**src/rtl/fifo_ctrl_v2.sv**
```systemverilog
// Show-ahead synchronous FIFO with occupancy count, threshold flags, flush and
// sticky overflow/underflow error flags.
module fifo_ctrl_v2 #(
    parameter int WIDTH    = 32,
    parameter int DEPTH    = 8,
    parameter int PTR_SIZE = 3,
    parameter int AF_LEVEL = 6,
    parameter int AE_LEVEL = 1
) (
    input  logic                clk,
    input  logic                rst,
    input  logic                flush,
    input  logic                wen,
    input  logic [WIDTH-1:0]    wData,
    input  logic                pop,
    output logic [WIDTH-1:0]    rData,
    output logic                isFull,
    output logic                isEmpty,
    output logic                almostFull,
    output logic                almostEmpty,
    output logic [PTR_SIZE:0]   count,
    output logic                overflow,
    output logic                underflow,
    input  logic                clrErr
);

    localparam logic [PTR_SIZE:0] AF_THR = (PTR_SIZE+1)'(AF_LEVEL);
    localparam logic [PTR_SIZE:0] AE_THR = (PTR_SIZE+1)'(AE_LEVEL);

    logic [PTR_SIZE:0]   w_stat_q, w_stat_d;
    logic [PTR_SIZE:0]   r_stat_q, r_stat_d;
    logic                ovf_q, ovf_d;
    logic                unf_q, unf_d;
    logic [WIDTH-1:0]    ram_q [DEPTH];

    logic [PTR_SIZE-1:0] w_ptr, r_ptr;
    logic                push_acc, pop_acc;
    logic                ovf_set, unf_set;

    assign w_ptr = w_stat_q[PTR_SIZE-1:0];
    assign r_ptr = r_stat_q[PTR_SIZE-1:0];

    // Equal low bits with differing wrap bits means the writer is a full lap ahead.
    assign isEmpty     = (w_stat_q == r_stat_q);
    assign isFull      = (w_ptr == r_ptr) && (w_stat_q[PTR_SIZE] != r_stat_q[PTR_SIZE]);
    assign count       = w_stat_q - r_stat_q;
    assign almostFull  = (count >= AF_THR);
    assign almostEmpty = (count <= AE_THR);
    assign overflow    = ovf_q;
    assign underflow   = unf_q;
    assign rData       = isEmpty ? '0 : ram_q[r_ptr];

    // A push into a full FIFO is safe when the head leaves on the same edge.
    always_comb begin
        push_acc = !flush && wen && (!isFull || pop);
        pop_acc  = !flush && pop && !isEmpty;
        ovf_set  = !flush && wen && !push_acc;
        unf_set  = !flush && pop && isEmpty;
    end

    always_comb begin
        w_stat_d = w_stat_q;
        r_stat_d = r_stat_q;
        if (flush) begin
            w_stat_d = '0;
            r_stat_d = '0;
        end else begin
            if (push_acc) w_stat_d = w_stat_q + 1'b1;
            if (pop_acc)  r_stat_d = r_stat_q + 1'b1;
        end
        ovf_d = (ovf_q && !clrErr) || ovf_set;
        unf_d = (unf_q && !clrErr) || unf_set;
    end

    always_ff @(posedge clk or negedge rst) begin
        if (!rst) begin
            w_stat_q <= '0;
            r_stat_q <= '0;
            ovf_q    <= 1'b0;
            unf_q    <= 1'b0;
        end else begin
            w_stat_q <= w_stat_d;
            r_stat_q <= r_stat_d;
            ovf_q    <= ovf_d;
            unf_q    <= unf_d;
        end
    end

    // Storage is deliberately not reset; the pointers alone define validity.
    always_ff @(posedge clk) begin
        if (push_acc) ram_q[w_ptr] <= wData;
    end

endmodule

```
**config.mk**
```make
export PLATFORM = sky130hd
export DESIGN_NAME = fifo_ctrl_v2
export DESIGN_NICKNAME = d
export VERILOG_FILES = /design/src/rtl/fifo_ctrl_v2.sv
export SDC_FILE = /design/constraint.sdc
export NUM_CORES = 1
export LEC_CHECK = 0
export CORE_MARGIN = 8
export CORE_UTILIZATION = 55
export DETAILED_ROUTE_END_ITERATION = 10
export GPL_ROUTABILITY_DRIVEN = 0
export GPL_TIMING_DRIVEN = 0
export PLACE_DENSITY = 0.76
export SLEW_MARGIN = 0
export SYNTH_ARGS = -nofsm -noshare
export SYNTH_HDL_FRONTEND = slang
export SYNTH_SLANG_ARGS = --single-unit
export TNS_END_PERCENT = 50
```
**constraint.sdc**
```tcl
create_clock -name clk -period 6.2 [get_ports clk]
set_input_delay 1.24 -clock clk [delete_from_list [all_inputs] [get_ports clk]]
set_output_delay 1.24 -clock clk [all_outputs]
set_load 0.03 [all_outputs]
```
==> results.md <==
Timing:
- The maximum clock frequency is 0.1914 GHz.
- For the final routed database, the setup TNS stands at 0 ns.
- Setup repair after global routing left no endpoint under its margin.
- The count of endpoints failing setup in the final report is 0.
- The period utilization is 84.26%.
- The slew at the pin closest to its max-slew limit is 0.9920 ns.
- The post-layout minimum cycle time is 5.224 ns.
- Measured against its own limit, the worst slew margin works out to 33.31%.
- The largest clock skew in the final design is 0.01148 ns.
- The number of failing hold endpoints at the final stage was 0.
- The number of slew-limit violations in the final report is 0.

CTS:
- TritonCTS built the clock tree.
- Post-CTS repair changed the size of 0 cells.
- The tree is rooted in a sky130_fd_sc_hd__clkbuf_16.
- The clock passes through at most 3 buffers.
- The level count of the clock H-tree is 1.
- Buffers inserted to repair hold after CTS numbered 0.
- The clock network latency to the later pin of the worst-skew pair is 0.53 ns.
- Once the clock tree was built, the setup fixing pass inserted 0 buffers.
- Clock-pin slew was measured on the worst setup and hold paths at 0.07 ns.
- The count of clock tree sinks is 266.
- Counting the buffers created by CTS gives 26.

Global routing:
- The number of global-route vias before repair came to 5594.
- The total global routing overflow is 0.
- The initial antenna violation count was 0.
- The pin count of the biggest net entering global routing is 15.
- The global-route wire length before repair is 32540 microns.
- The total routing usage reported by global routing is 17.93%.

Placed design:
- The post-placement cell area is 0.01197 sq mm.
- The total placed cells including tap cells is 814.
- Once detailed placement completed, the half-perimeter wirelength came to 14720 microns.
- The quantity of I/O buffers inserted on ports is 78.

Cells and area:
- The post-synthesis to final-layout area growth is 21.31%.
- After routing the design area is 0.01277 sq mm.
- The net total in the final layout is 652.
- The filler-free cell count of the finished design is 859.
- At the end of the flow the core is filled with cells to 68.05%.
- 0 antenna diodes ended up in the layout.
- Of the cells placed in the final design, the portion with a size suffix greater than 1 is 21.92%.

Drt:
- The detailed-route wire length per cell is 24.67 microns.
- The count of routing violations after the opening detailed-route iteration is 413.
- The pre-antenna-repair detailed-routing pass consisted of 5 iterations.
- Summed over all layers, the routed wires come to 21190 microns.
- The detailed-route via count is 5198.
- In the routed layout, each cell is associated on average with a via count of 6.051.
- The count of nets left with antenna violations after detail routing is 0.
- For this run, design rule violations remaining after detail routing come to 0.

Logic synthesis:
- Counting flops and latches in the post-synthesis netlist gives 266.
- When the netlist entered floorplanning its net count stood at 512.
- The fraction of synthesized cell area taken by the top area cell type is 73.01%.
- In the synthesized netlist, the cells that appear most often are 256 x sky130_fd_sc_hd__edfxtp_1, 39 x sky130_fd_sc_hd__mux4_2, 32 x sky130_fd_sc_hd__a22o_1.
- The Yosys step of the flow raised 0 warnings.
- The post-synthesis cell type with the largest combined area is sky130_fd_sc_hd__edfxtp_1.
- The number of flops mapped to enable cells by yosys is 256.
- By instance count, the leading cell after synthesis is sky130_fd_sc_hd__edfxtp_1.
- Yosys attributes the largest share of cell area to sky130_fd_sc_hd__edfxtp_1 73%, sky130_fd_sc_hd__mux4_2 8.3%, sky130_fd_sc_hd__mux4_1 6.2%.
- The gate count after technology mapping is 468.
- The synthesized netlist occupies a cell area of 0.01053 sq mm.
- For this run, the register share of the synthesized area comes to 75.39%.
- The number of unique standard cell types used by synthesis is 42.
- Among all flip-flop cells after synthesis, the most frequent one is sky130_fd_sc_hd__edfxtp_1.
- The async set or reset register ratio after synthesis is 3.759%.
- The synthesized area divided by synthesized cell count is 22.50 sq um.

Setup path:
- The launch point of the critical path is r_stat_q[1].
- The worst setup path is captured at an output pin.
- The largest fanout of any net on the critical path is 10.
- The endpoint identified for the worst register-to-register timing path is ram_q[1][7].
- Measured in cells, the most critical reg-to-reg path has a length of 11.
- The worst register-to-register path begins at r_stat_q[1].
- The worst setup path is of the flop to output pin kind.
- For the worst setup path, the data required time is 4.96 ns.
- The slack of the worst reg-to-reg path is 2.20 ns.
- The end point of the critical path is rData[12].
- The worst setup path is launched from a flop.
- The endpoint arrival time on the critical path is 3.98 ns.

Floorplanning:
- For this configuration, the core starts out at a cell density of 56.10%.
- The die covers 0.02383 sq mm.
- From bottom edge to top edge, the die measures 154.4 microns.
- The core box area is 0.01877 sq mm.
- The count of pins on the block boundary is 80.
- The number of standard-cell rows in the floorplan is 50.
- The die extent in x is 154.4 microns.

Power and ir drop:
- Power spread over the standard cell area amounts to 338.7 mW/mm^2.
- Summed over all cells, the static leakage comes to 4.240 nW.
- The worst-case IR drop observed on VDD is 0.0002678 V.

Worst hold path:
- In this run the worst hold path is classified as flop to flop.

Outcome:
- The flow ran to the end, and the final reports show no timing, DRC or antenna violations.

Run:
- The reported max-cap violation count is 0.
## kinds of logic after synthesis
logic type | count (synthesis) | synth area share (%)
AO/OA/AOI/OAI | 50 | 3.993
AND/OR/NAND/NOR | 41 | 2.115
buffers and inverters | 32 | 2.115
adder cells (fa/ha/maj) | 6 | 0.7843
multiplexers | 70 | 15.21
XOR/XNOR | 3 | 0.3923
flip-flops | 266 | 75.39
## placed cells by master (no fill, tap or decap), types with 3 or more instances in the layout
cell                              count
sky130_fd_sc_hd__edfxtp_1           256
sky130_fd_sc_hd__dfrtp_1             10
sky130_fd_sc_hd__buf_4               25
sky130_fd_sc_hd__buf_6               16
sky130_fd_sc_hd__buf_2                4
sky130_fd_sc_hd__buf_12               3
sky130_fd_sc_hd__clkinv_1             5
sky130_fd_sc_hd__clkbuf_16           26
sky130_fd_sc_hd__clkinv_2             3
sky130_fd_sc_hd__nor2_1              11
sky130_fd_sc_hd__mux4_1              25
sky130_fd_sc_hd__ha_1                 5
sky130_fd_sc_hd__clkdlybuf4s50_1     78
sky130_fd_sc_hd__inv_1                9
sky130_fd_sc_hd__nor4_2               4
sky130_fd_sc_hd__nor2b_1              3
sky130_fd_sc_hd__a22o_1              32
sky130_fd_sc_hd__clkbuf_1            11
sky130_fd_sc_hd__a21oi_1              7
sky130_fd_sc_hd__nor3_2               4
sky130_fd_sc_hd__mux4_2              39
sky130_fd_sc_hd__nand2_1              7
sky130_fd_sc_hd__mux2_1               5
sky130_fd_sc_hd__buf_8                3
## metal layers
metal	up-vias	global-route usage [%]	wire length (microns)
li1	2294	-	-
met1	2713	22.51	8484
met2	158	31.40	11170
met3	33	3.539	1187
met4	0	4.760	354
met5	-	0	0
## state kept, by name, indices dropped and copies added, names as in the netlist
name	cells
r_stat_q	4
w_stat_q	4
overflow	1
underflow	1
ram_q	256
## layout make-up
cell class / instances / area [sq um]
sequential: 266 / 7938
buffer: 23 / 188.9
inverter: 9 / 33.78
clock inverter: 13 / 125.1
tap: 234 / 292.8
fill: 1174 / 5996
timing repair buffer: 112 / 1107
multi-input combinational: 170 / 2414
clock buffer: 32 / 673.1
## per-stage QoR
stage               setup WS, ns  hold slack [ns]  total power, mW
finish                    0.9761           0.5047            4.326
global route              0.8260           0.5299            4.471
CTS                       0.9311           0.5035            4.366
detailed placement         1.535           0.4886            2.894
global placement          -2.640           0.4725            2.874
floorplan                 0.9144           0.6034            2.582
## critical path, cell delays in order (launching register included)
cell and delay [ns]:
sky130_fd_sc_hd__dfrtp_1 0.50, sky130_fd_sc_hd__buf_2 0.30, sky130_fd_sc_hd__buf_2 0.36, sky130_fd_sc_hd__inv_1 0.14, sky130_fd_sc_hd__ha_1 0.36, sky130_fd_sc_hd__and3_1 0.29
sky130_fd_sc_hd__a21oi_4 0.26, sky130_fd_sc_hd__buf_2 0.32, sky130_fd_sc_hd__a22o_1 0.24, sky130_fd_sc_hd__clkdlybuf4s50_1 0.69
## how the worst min path moves through the flow
stage                 from     endpoint  cells after the start
6_report         underflow    underflow                      1
5_1_grt          underflow    underflow                      1
4_1_cts          underflow    underflow                      1
3_5_place_dp     underflow    underflow                      1
3_3_place_gp     underflow    underflow                      1
2_1_floorplan  r_stat_q[3]  r_stat_q[3]                      2
## power breakdown
group / switching (mW) / leakage (nW) / total, mW / internal, mW
registers: 0.0120 / 2.45 / 2.01 / 2.00
clock network: 0.626 / 0.383 / 1.48 / 0.852
logic: 0.451 / 1.41 / 0.837 / 0.386
total: 1.09 / 4.24 / 4.33 / 3.24
Note: power is estimated with default switching activity, not from simulation.
==> patch 1: new RTL, config.mk and constraints unchanged <==
Reset style: synchronous (`rst`), changed in one clocked block.
--- a/src/rtl/fifo_ctrl_v2.sv
+++ b/src/rtl/fifo_ctrl_v2.sv
@@ -72,7 +72,7 @@
         unf_d = (unf_q && !clrErr) || unf_set;
     end
 
-    always_ff @(posedge clk or negedge rst) begin
+    always_ff @(posedge clk) begin
         if (!rst) begin
             w_stat_q <= '0;
             r_stat_q <= '0;
Check against the original RTL: differs if rst is asserted again (counterexample within 4 cycles, from zero or initial values and one cycle with rst low); with rst held inactive, the same outputs for 4 cycles.
==> patch 1 against the unedited design <==
Global-route usage fell by 0.32 points. Worst setup slack improved by 610 ps. Sequential share of layout area rose by 0.81 points. Sequential cell count rose by 3. Final area fell by 1.2%. Synthesized area fell by 2.1%. Critical path type unchanged. Routed wire length fell by 2.8%.
Power is not compared: it rests on default switching activity, and its combinational part moved more than twofold at a synthesized area within 25%.
==> patch 1: results (changes against the unedited design) <==
[outcome]
status=complete, no violations

[drt]
dr_wl_met3_um=1524  ; +28%
vias_per_cell=5.940  ; -1.8%
top_layer=met4
wl_met1_um=7996  ; -5.8%
drt_pass1_iterations=5  ; unchanged
route.met2.wl_um=10660  ; -4.6%
first_iter_violations=258  ; -38%
wl_um=20600  ; -2.8%
vias=5019  ; -3.4%

[logic_synthesis]
synth_edf_count=256  ; unchanged
yosys_warnings=0  ; unchanged
syn-num-nets=505  ; -1.4%
synth_cell_types=36  ; -14%
async_reset_ff_share_pct=0  ; -3.8 points
netlist_instances=461  ; -1.5%
seq_area_frac_synth_pct=77.08  ; +1.7 points
synth.area.top_cells=edfxtp_1 75%, mux4_2 14%, a22o_1 2.7%, dfxtp_1 2.5%, ha_1 0.61%
synth_common_cells=256 x edfxtp_1, 64 x mux4_2, 32 x a22o_1, 13 x dfxtp_1, 13 x nor2_1

[placed_design]
dpl.hpwl_um=13390  ; -9.1%
dp.cells=797  ; -2.1%
pre_cts_slack_ps=2156  ; +620.9 ps
port_buffers=79  ; +1.3%
dpl_cell_area_um2=11730  ; -2.0%

[clock_network]
cts.clk_slew.worst_paths_ps=60
cts_resized=0  ; unchanged
clock_path_buffers=3  ; unchanged
clock_latency_ps=530  ; about the same
htree_levels=1  ; unchanged
cts_setup_buffers=0  ; unchanged
cts_buffers=26  ; unchanged

[grt]
use_met3_pct=3.693  ; +0.15 points
grt.met2_usage_pct=30.97  ; -0.43 points
grt_pass1_vias=5431  ; -2.9%
grt_use_total_pct=17.61  ; -0.32 points
grt_max_degree=23  ; +8
grt_pass1_wl_um=31370  ; -3.6%
gr-usage-met1_pct=21.45  ; -1.1 points
antenna_found_initial=0  ; unchanged

[sta]
fin_skew_ps=12.55  ; +1.070 ps
tightestPinTransition_ps=976.4  ; -15.67 ps

[critical_path]
critPathMaxFanout=10  ; unchanged
crit_start=w_stat_q[2]
worstPathArrival_ps=3380  ; -600 ps
slowest_delay_ps=690  ; about the same
slowest_stage=clkdlybuf4s50_1

[pwr]
vdd_drop_max_mv=0.1621
leakagePower_nw=4.041

[layout]
top_regs=ram_q: 256 flops, r_stat_q: 4 flops, w_stat_q: 4 flops
stdcell_area_um2=12620  ; -1.2%
diodes=0  ; unchanged
fin_nets=635  ; -2.6%
drive_gt1_share_pct=25.37  ; +3.4 points

[worst_hold_path]
hp-start=underflow
hold_class=flop to flop

[patch 1: final cells by class]
| cell class | instances | area [um^2] |
|---|---|---|
| Clock inverter | 15 | 183.9 |
| Fill cell | 1148 | 5957 |
| Inverter | 8 | 30.03 |
| Clock buffer | 33 | 706.9 |
| Tap cell | 234 | 292.8 |
| Buffer | 22 | 118.9 |
| Timing Repair Buffer | 102 | 1080 |
| Sequential cell | 269 | 7948 |
| Multi-Input combinational cell | 162 | 2263 |
[patch 1: kinds of logic (layout without fill, tap and decap cells)]
family | after synthesis | after routing | synth area share, %
fa+ha+maj | 6 | 6 | 0.8009
flops | 269 | 269 | 77.08
compound gates | 44 | 44 | 3.750
buf+inv | 30 | 180 | 1.444
mux | 66 | 66 | 14.17
simple gates | 37 | 37 | 1.917
xor+xnor | 9 | 9 | 0.8372
[patch 1: worst paths after layout]
path	depth (start not counted)	endpoint	slack (ps)
hold reg to reg	2	underflow	510
setup reg to reg	6	ram_q[4][17]	3370
hold / removal	2	underflow	510
setup / recovery	7	rData[27]	1580
[patch 1: critical path: cells and delay by family (launching register included)]
| family | cells | cell delay, ps |
|---|---|---|
| AO/OA/AOI/OAI | 1 | 220 |
| adder cells (fa/ha/maj) | 1 | 380 |
| buffers and inverters | 2 | 1050 |
| flip-flops | 1 | 570 |
| AND/OR/NAND/NOR | 3 | 620 |
[patch 1: where the power goes]
group	leakage, nW	internal (mW)	switching [mW]	total (mW)
Sequential	2.42	2.00	0.00369	2.01
Combinational	1.19	0.0643	0.0775	0.142
Clock	0.436	0.973	0.639	1.61
==> patch 2: new RTL, same flow settings <==
Made on the original files. `WIDTH`: 32 -> 48.
--- a/src/rtl/fifo_ctrl_v2.sv
+++ b/src/rtl/fifo_ctrl_v2.sv
@@ -1,7 +1,7 @@
 // Show-ahead synchronous FIFO with occupancy count, threshold flags, flush and
 // sticky overflow/underflow error flags.
 module fifo_ctrl_v2 #(
-    parameter int WIDTH    = 32,
+    parameter int WIDTH    = 48,
     parameter int DEPTH    = 8,
     parameter int PTR_SIZE = 3,
     parameter int AF_LEVEL = 6,
Interface: changed (resized rData and wData); port bits go from 80 to 112. No check against the original RTL was run, so the function may have changed too.
==> patch 2 against the unedited design <==
Sequential cell count is 128 higher. Largest cell class unchanged. Worst hold slack improved by 3.1 ps. Clock power grew 55%. Critical path type unchanged. Routed wire length is 61% higher. Total power grew 49%. Final cell count increased by 44%. Largest power group unchanged. Final area increased by 45%. Highest routed layer unchanged. Worst setup slack lost 420 ps. Synthesized area rose by 44%.
==> patch 2: results (changes against the unedited design) <==
[placed_design]
dp.cells=1160  ; +43%
dpl_cell_area_um2=17260  ; +44%
port_buffers=110  ; +41%
dpl.hpwl_um=22930  ; +56%

[logic_synthesis]
yosys.area_share.xor_xnor_pct=0.2236  ; -0.17 points
synth_compound_area_share_pct=3.585  ; -0.41 points
synth_cell_types=38  ; -9.5%
synth.area.top_cells=edfxtp_1 76%, mux4_2 14%, a22o_1 2.8%, dfrtp_1 1.7%, buf_2 0.53%
seq_area_frac_synth_pct=77.97  ; +2.6 points
synth.area.mux_share_pct=14.75  ; -0.46 points
syn-num-nets=715  ; +40%
async_reset_ff_share_pct=2.538  ; -1.2 points
synth_edf_count=384  ; +50%
synth_common_cells=384 x edfxtp_1, 96 x mux4_2, 48 x a22o_1, 16 x buf_2, 11 x nor2_1
synthAdderAreaFrac_pct=0.5465  ; -0.24 points

[layout]
area_growth_pct=22.51
buffers=198  ; +47%
nMultiInputCombCells=218  ; +28%
design.seq.count=394  ; +48%
seq_share_pct=63.64  ; +1.5 points
clockBufferCount=51  ; +59%
fin_nets=921  ; +41%
clk_share_pct=6.752  ; +0.50 points
top_regs=ram_q: 384 flops, r_stat_q: 4 flops, w_stat_q: 4 flops
multi_input_area_share_pct=17.05  ; -1.8 points
buffer_area_share_pct=10.03  ; -0.12 points
diodes=3  ; +3

[critical_path]
worstPathArrival_ps=4400  ; +420 ps

[sta]
fin_skew_ps=19.59  ; +8.114 ps
tightestPinTransition_ps=1102  ; +110.0 ps

[pwr]
vdd_drop_max_mv=0.2592  ; -3.2%
leakagePower_nw=6.041  ; +42%

[drt]
first_iter_violations=563  ; +36%
vias_per_cell=6.207  ; +2.6%
wl_um=34130  ; +61%
vias=7660  ; +47%

[clock_network]
cts_buffers=40  ; +54%

[outcome]
status=complete, no violations

[grt]
grt_use_total_pct=20.78  ; +2.8 points

-- patch 2: path summary, 6_finish.rpt --
check | from | depth (start not counted) | endpoint | slack [ps]
max in group asynchronous | rst | 1 | r_stat_q[2] | 4790
worst max register to register | r_stat_q[1] | 11 | ram_q[1][20] | 2070
worst max-delay path | r_stat_q[1] | 11 | rData[29] | 560
min in group asynchronous | rst | 1 | overflow | 1050
worst min register to register | underflow | 1 | underflow | 510
worst min-delay path | underflow | 1 | underflow | 510
-- patch 2: logic make-up (layout without fill, tap and decap cells) --
logic type               after synthesis  in the layout
other                                  0              3
XOR/XNOR                               3              3
multiplexers                         102            102
adder cells (fa/ha/maj)                6              6
flip-flops                           394            394
AND/OR/NAND/NOR                       41             41
AO/OA/AOI/OAI                         66             66
buffers and inverters                 43            278
-- patch 2: metrics by stage --
| step | setup slack (ps) | hold WS [ps] | util (%) | TNS [ps] |
|---|---|---|---|---|
| floorplan | -670.1 | 582.2 | - | -96490 |
| global placement | -6060 | 475.5 | 61.76 | -1601810 |
| detailed placement | 1142 | 487.5 | 64.03 | 0 |
| CTS | 531.5 | 504.8 | 68.66 | 0 |
| global route | 370.9 | 529.7 | 68.69 | 0 |
| finish | 559.6 | 507.8 | 68.69 | 0 |
-- patch 2: power breakdown --
group	internal, mW	leakage [nW]	switching (mW)
combinational	0.526	1.83	0.650
clock	1.34	0.608	0.953
sequential	2.96	3.61	0.0150
-- patch 2: layer usage --
| layer | up-vias | global-route usage (%) | routed length [um] |
|---|---|---|---|
| met4 | 0 | 7.117 | 969 |
| met3 | 69 | 3.772 | 2163 |
| li1 | 3232 | - | - |
| met2 | 343 | 36.92 | 18200 |
| met1 | 4016 | 25.31 | 12790 |
| met5 | - | 0 | 0 |
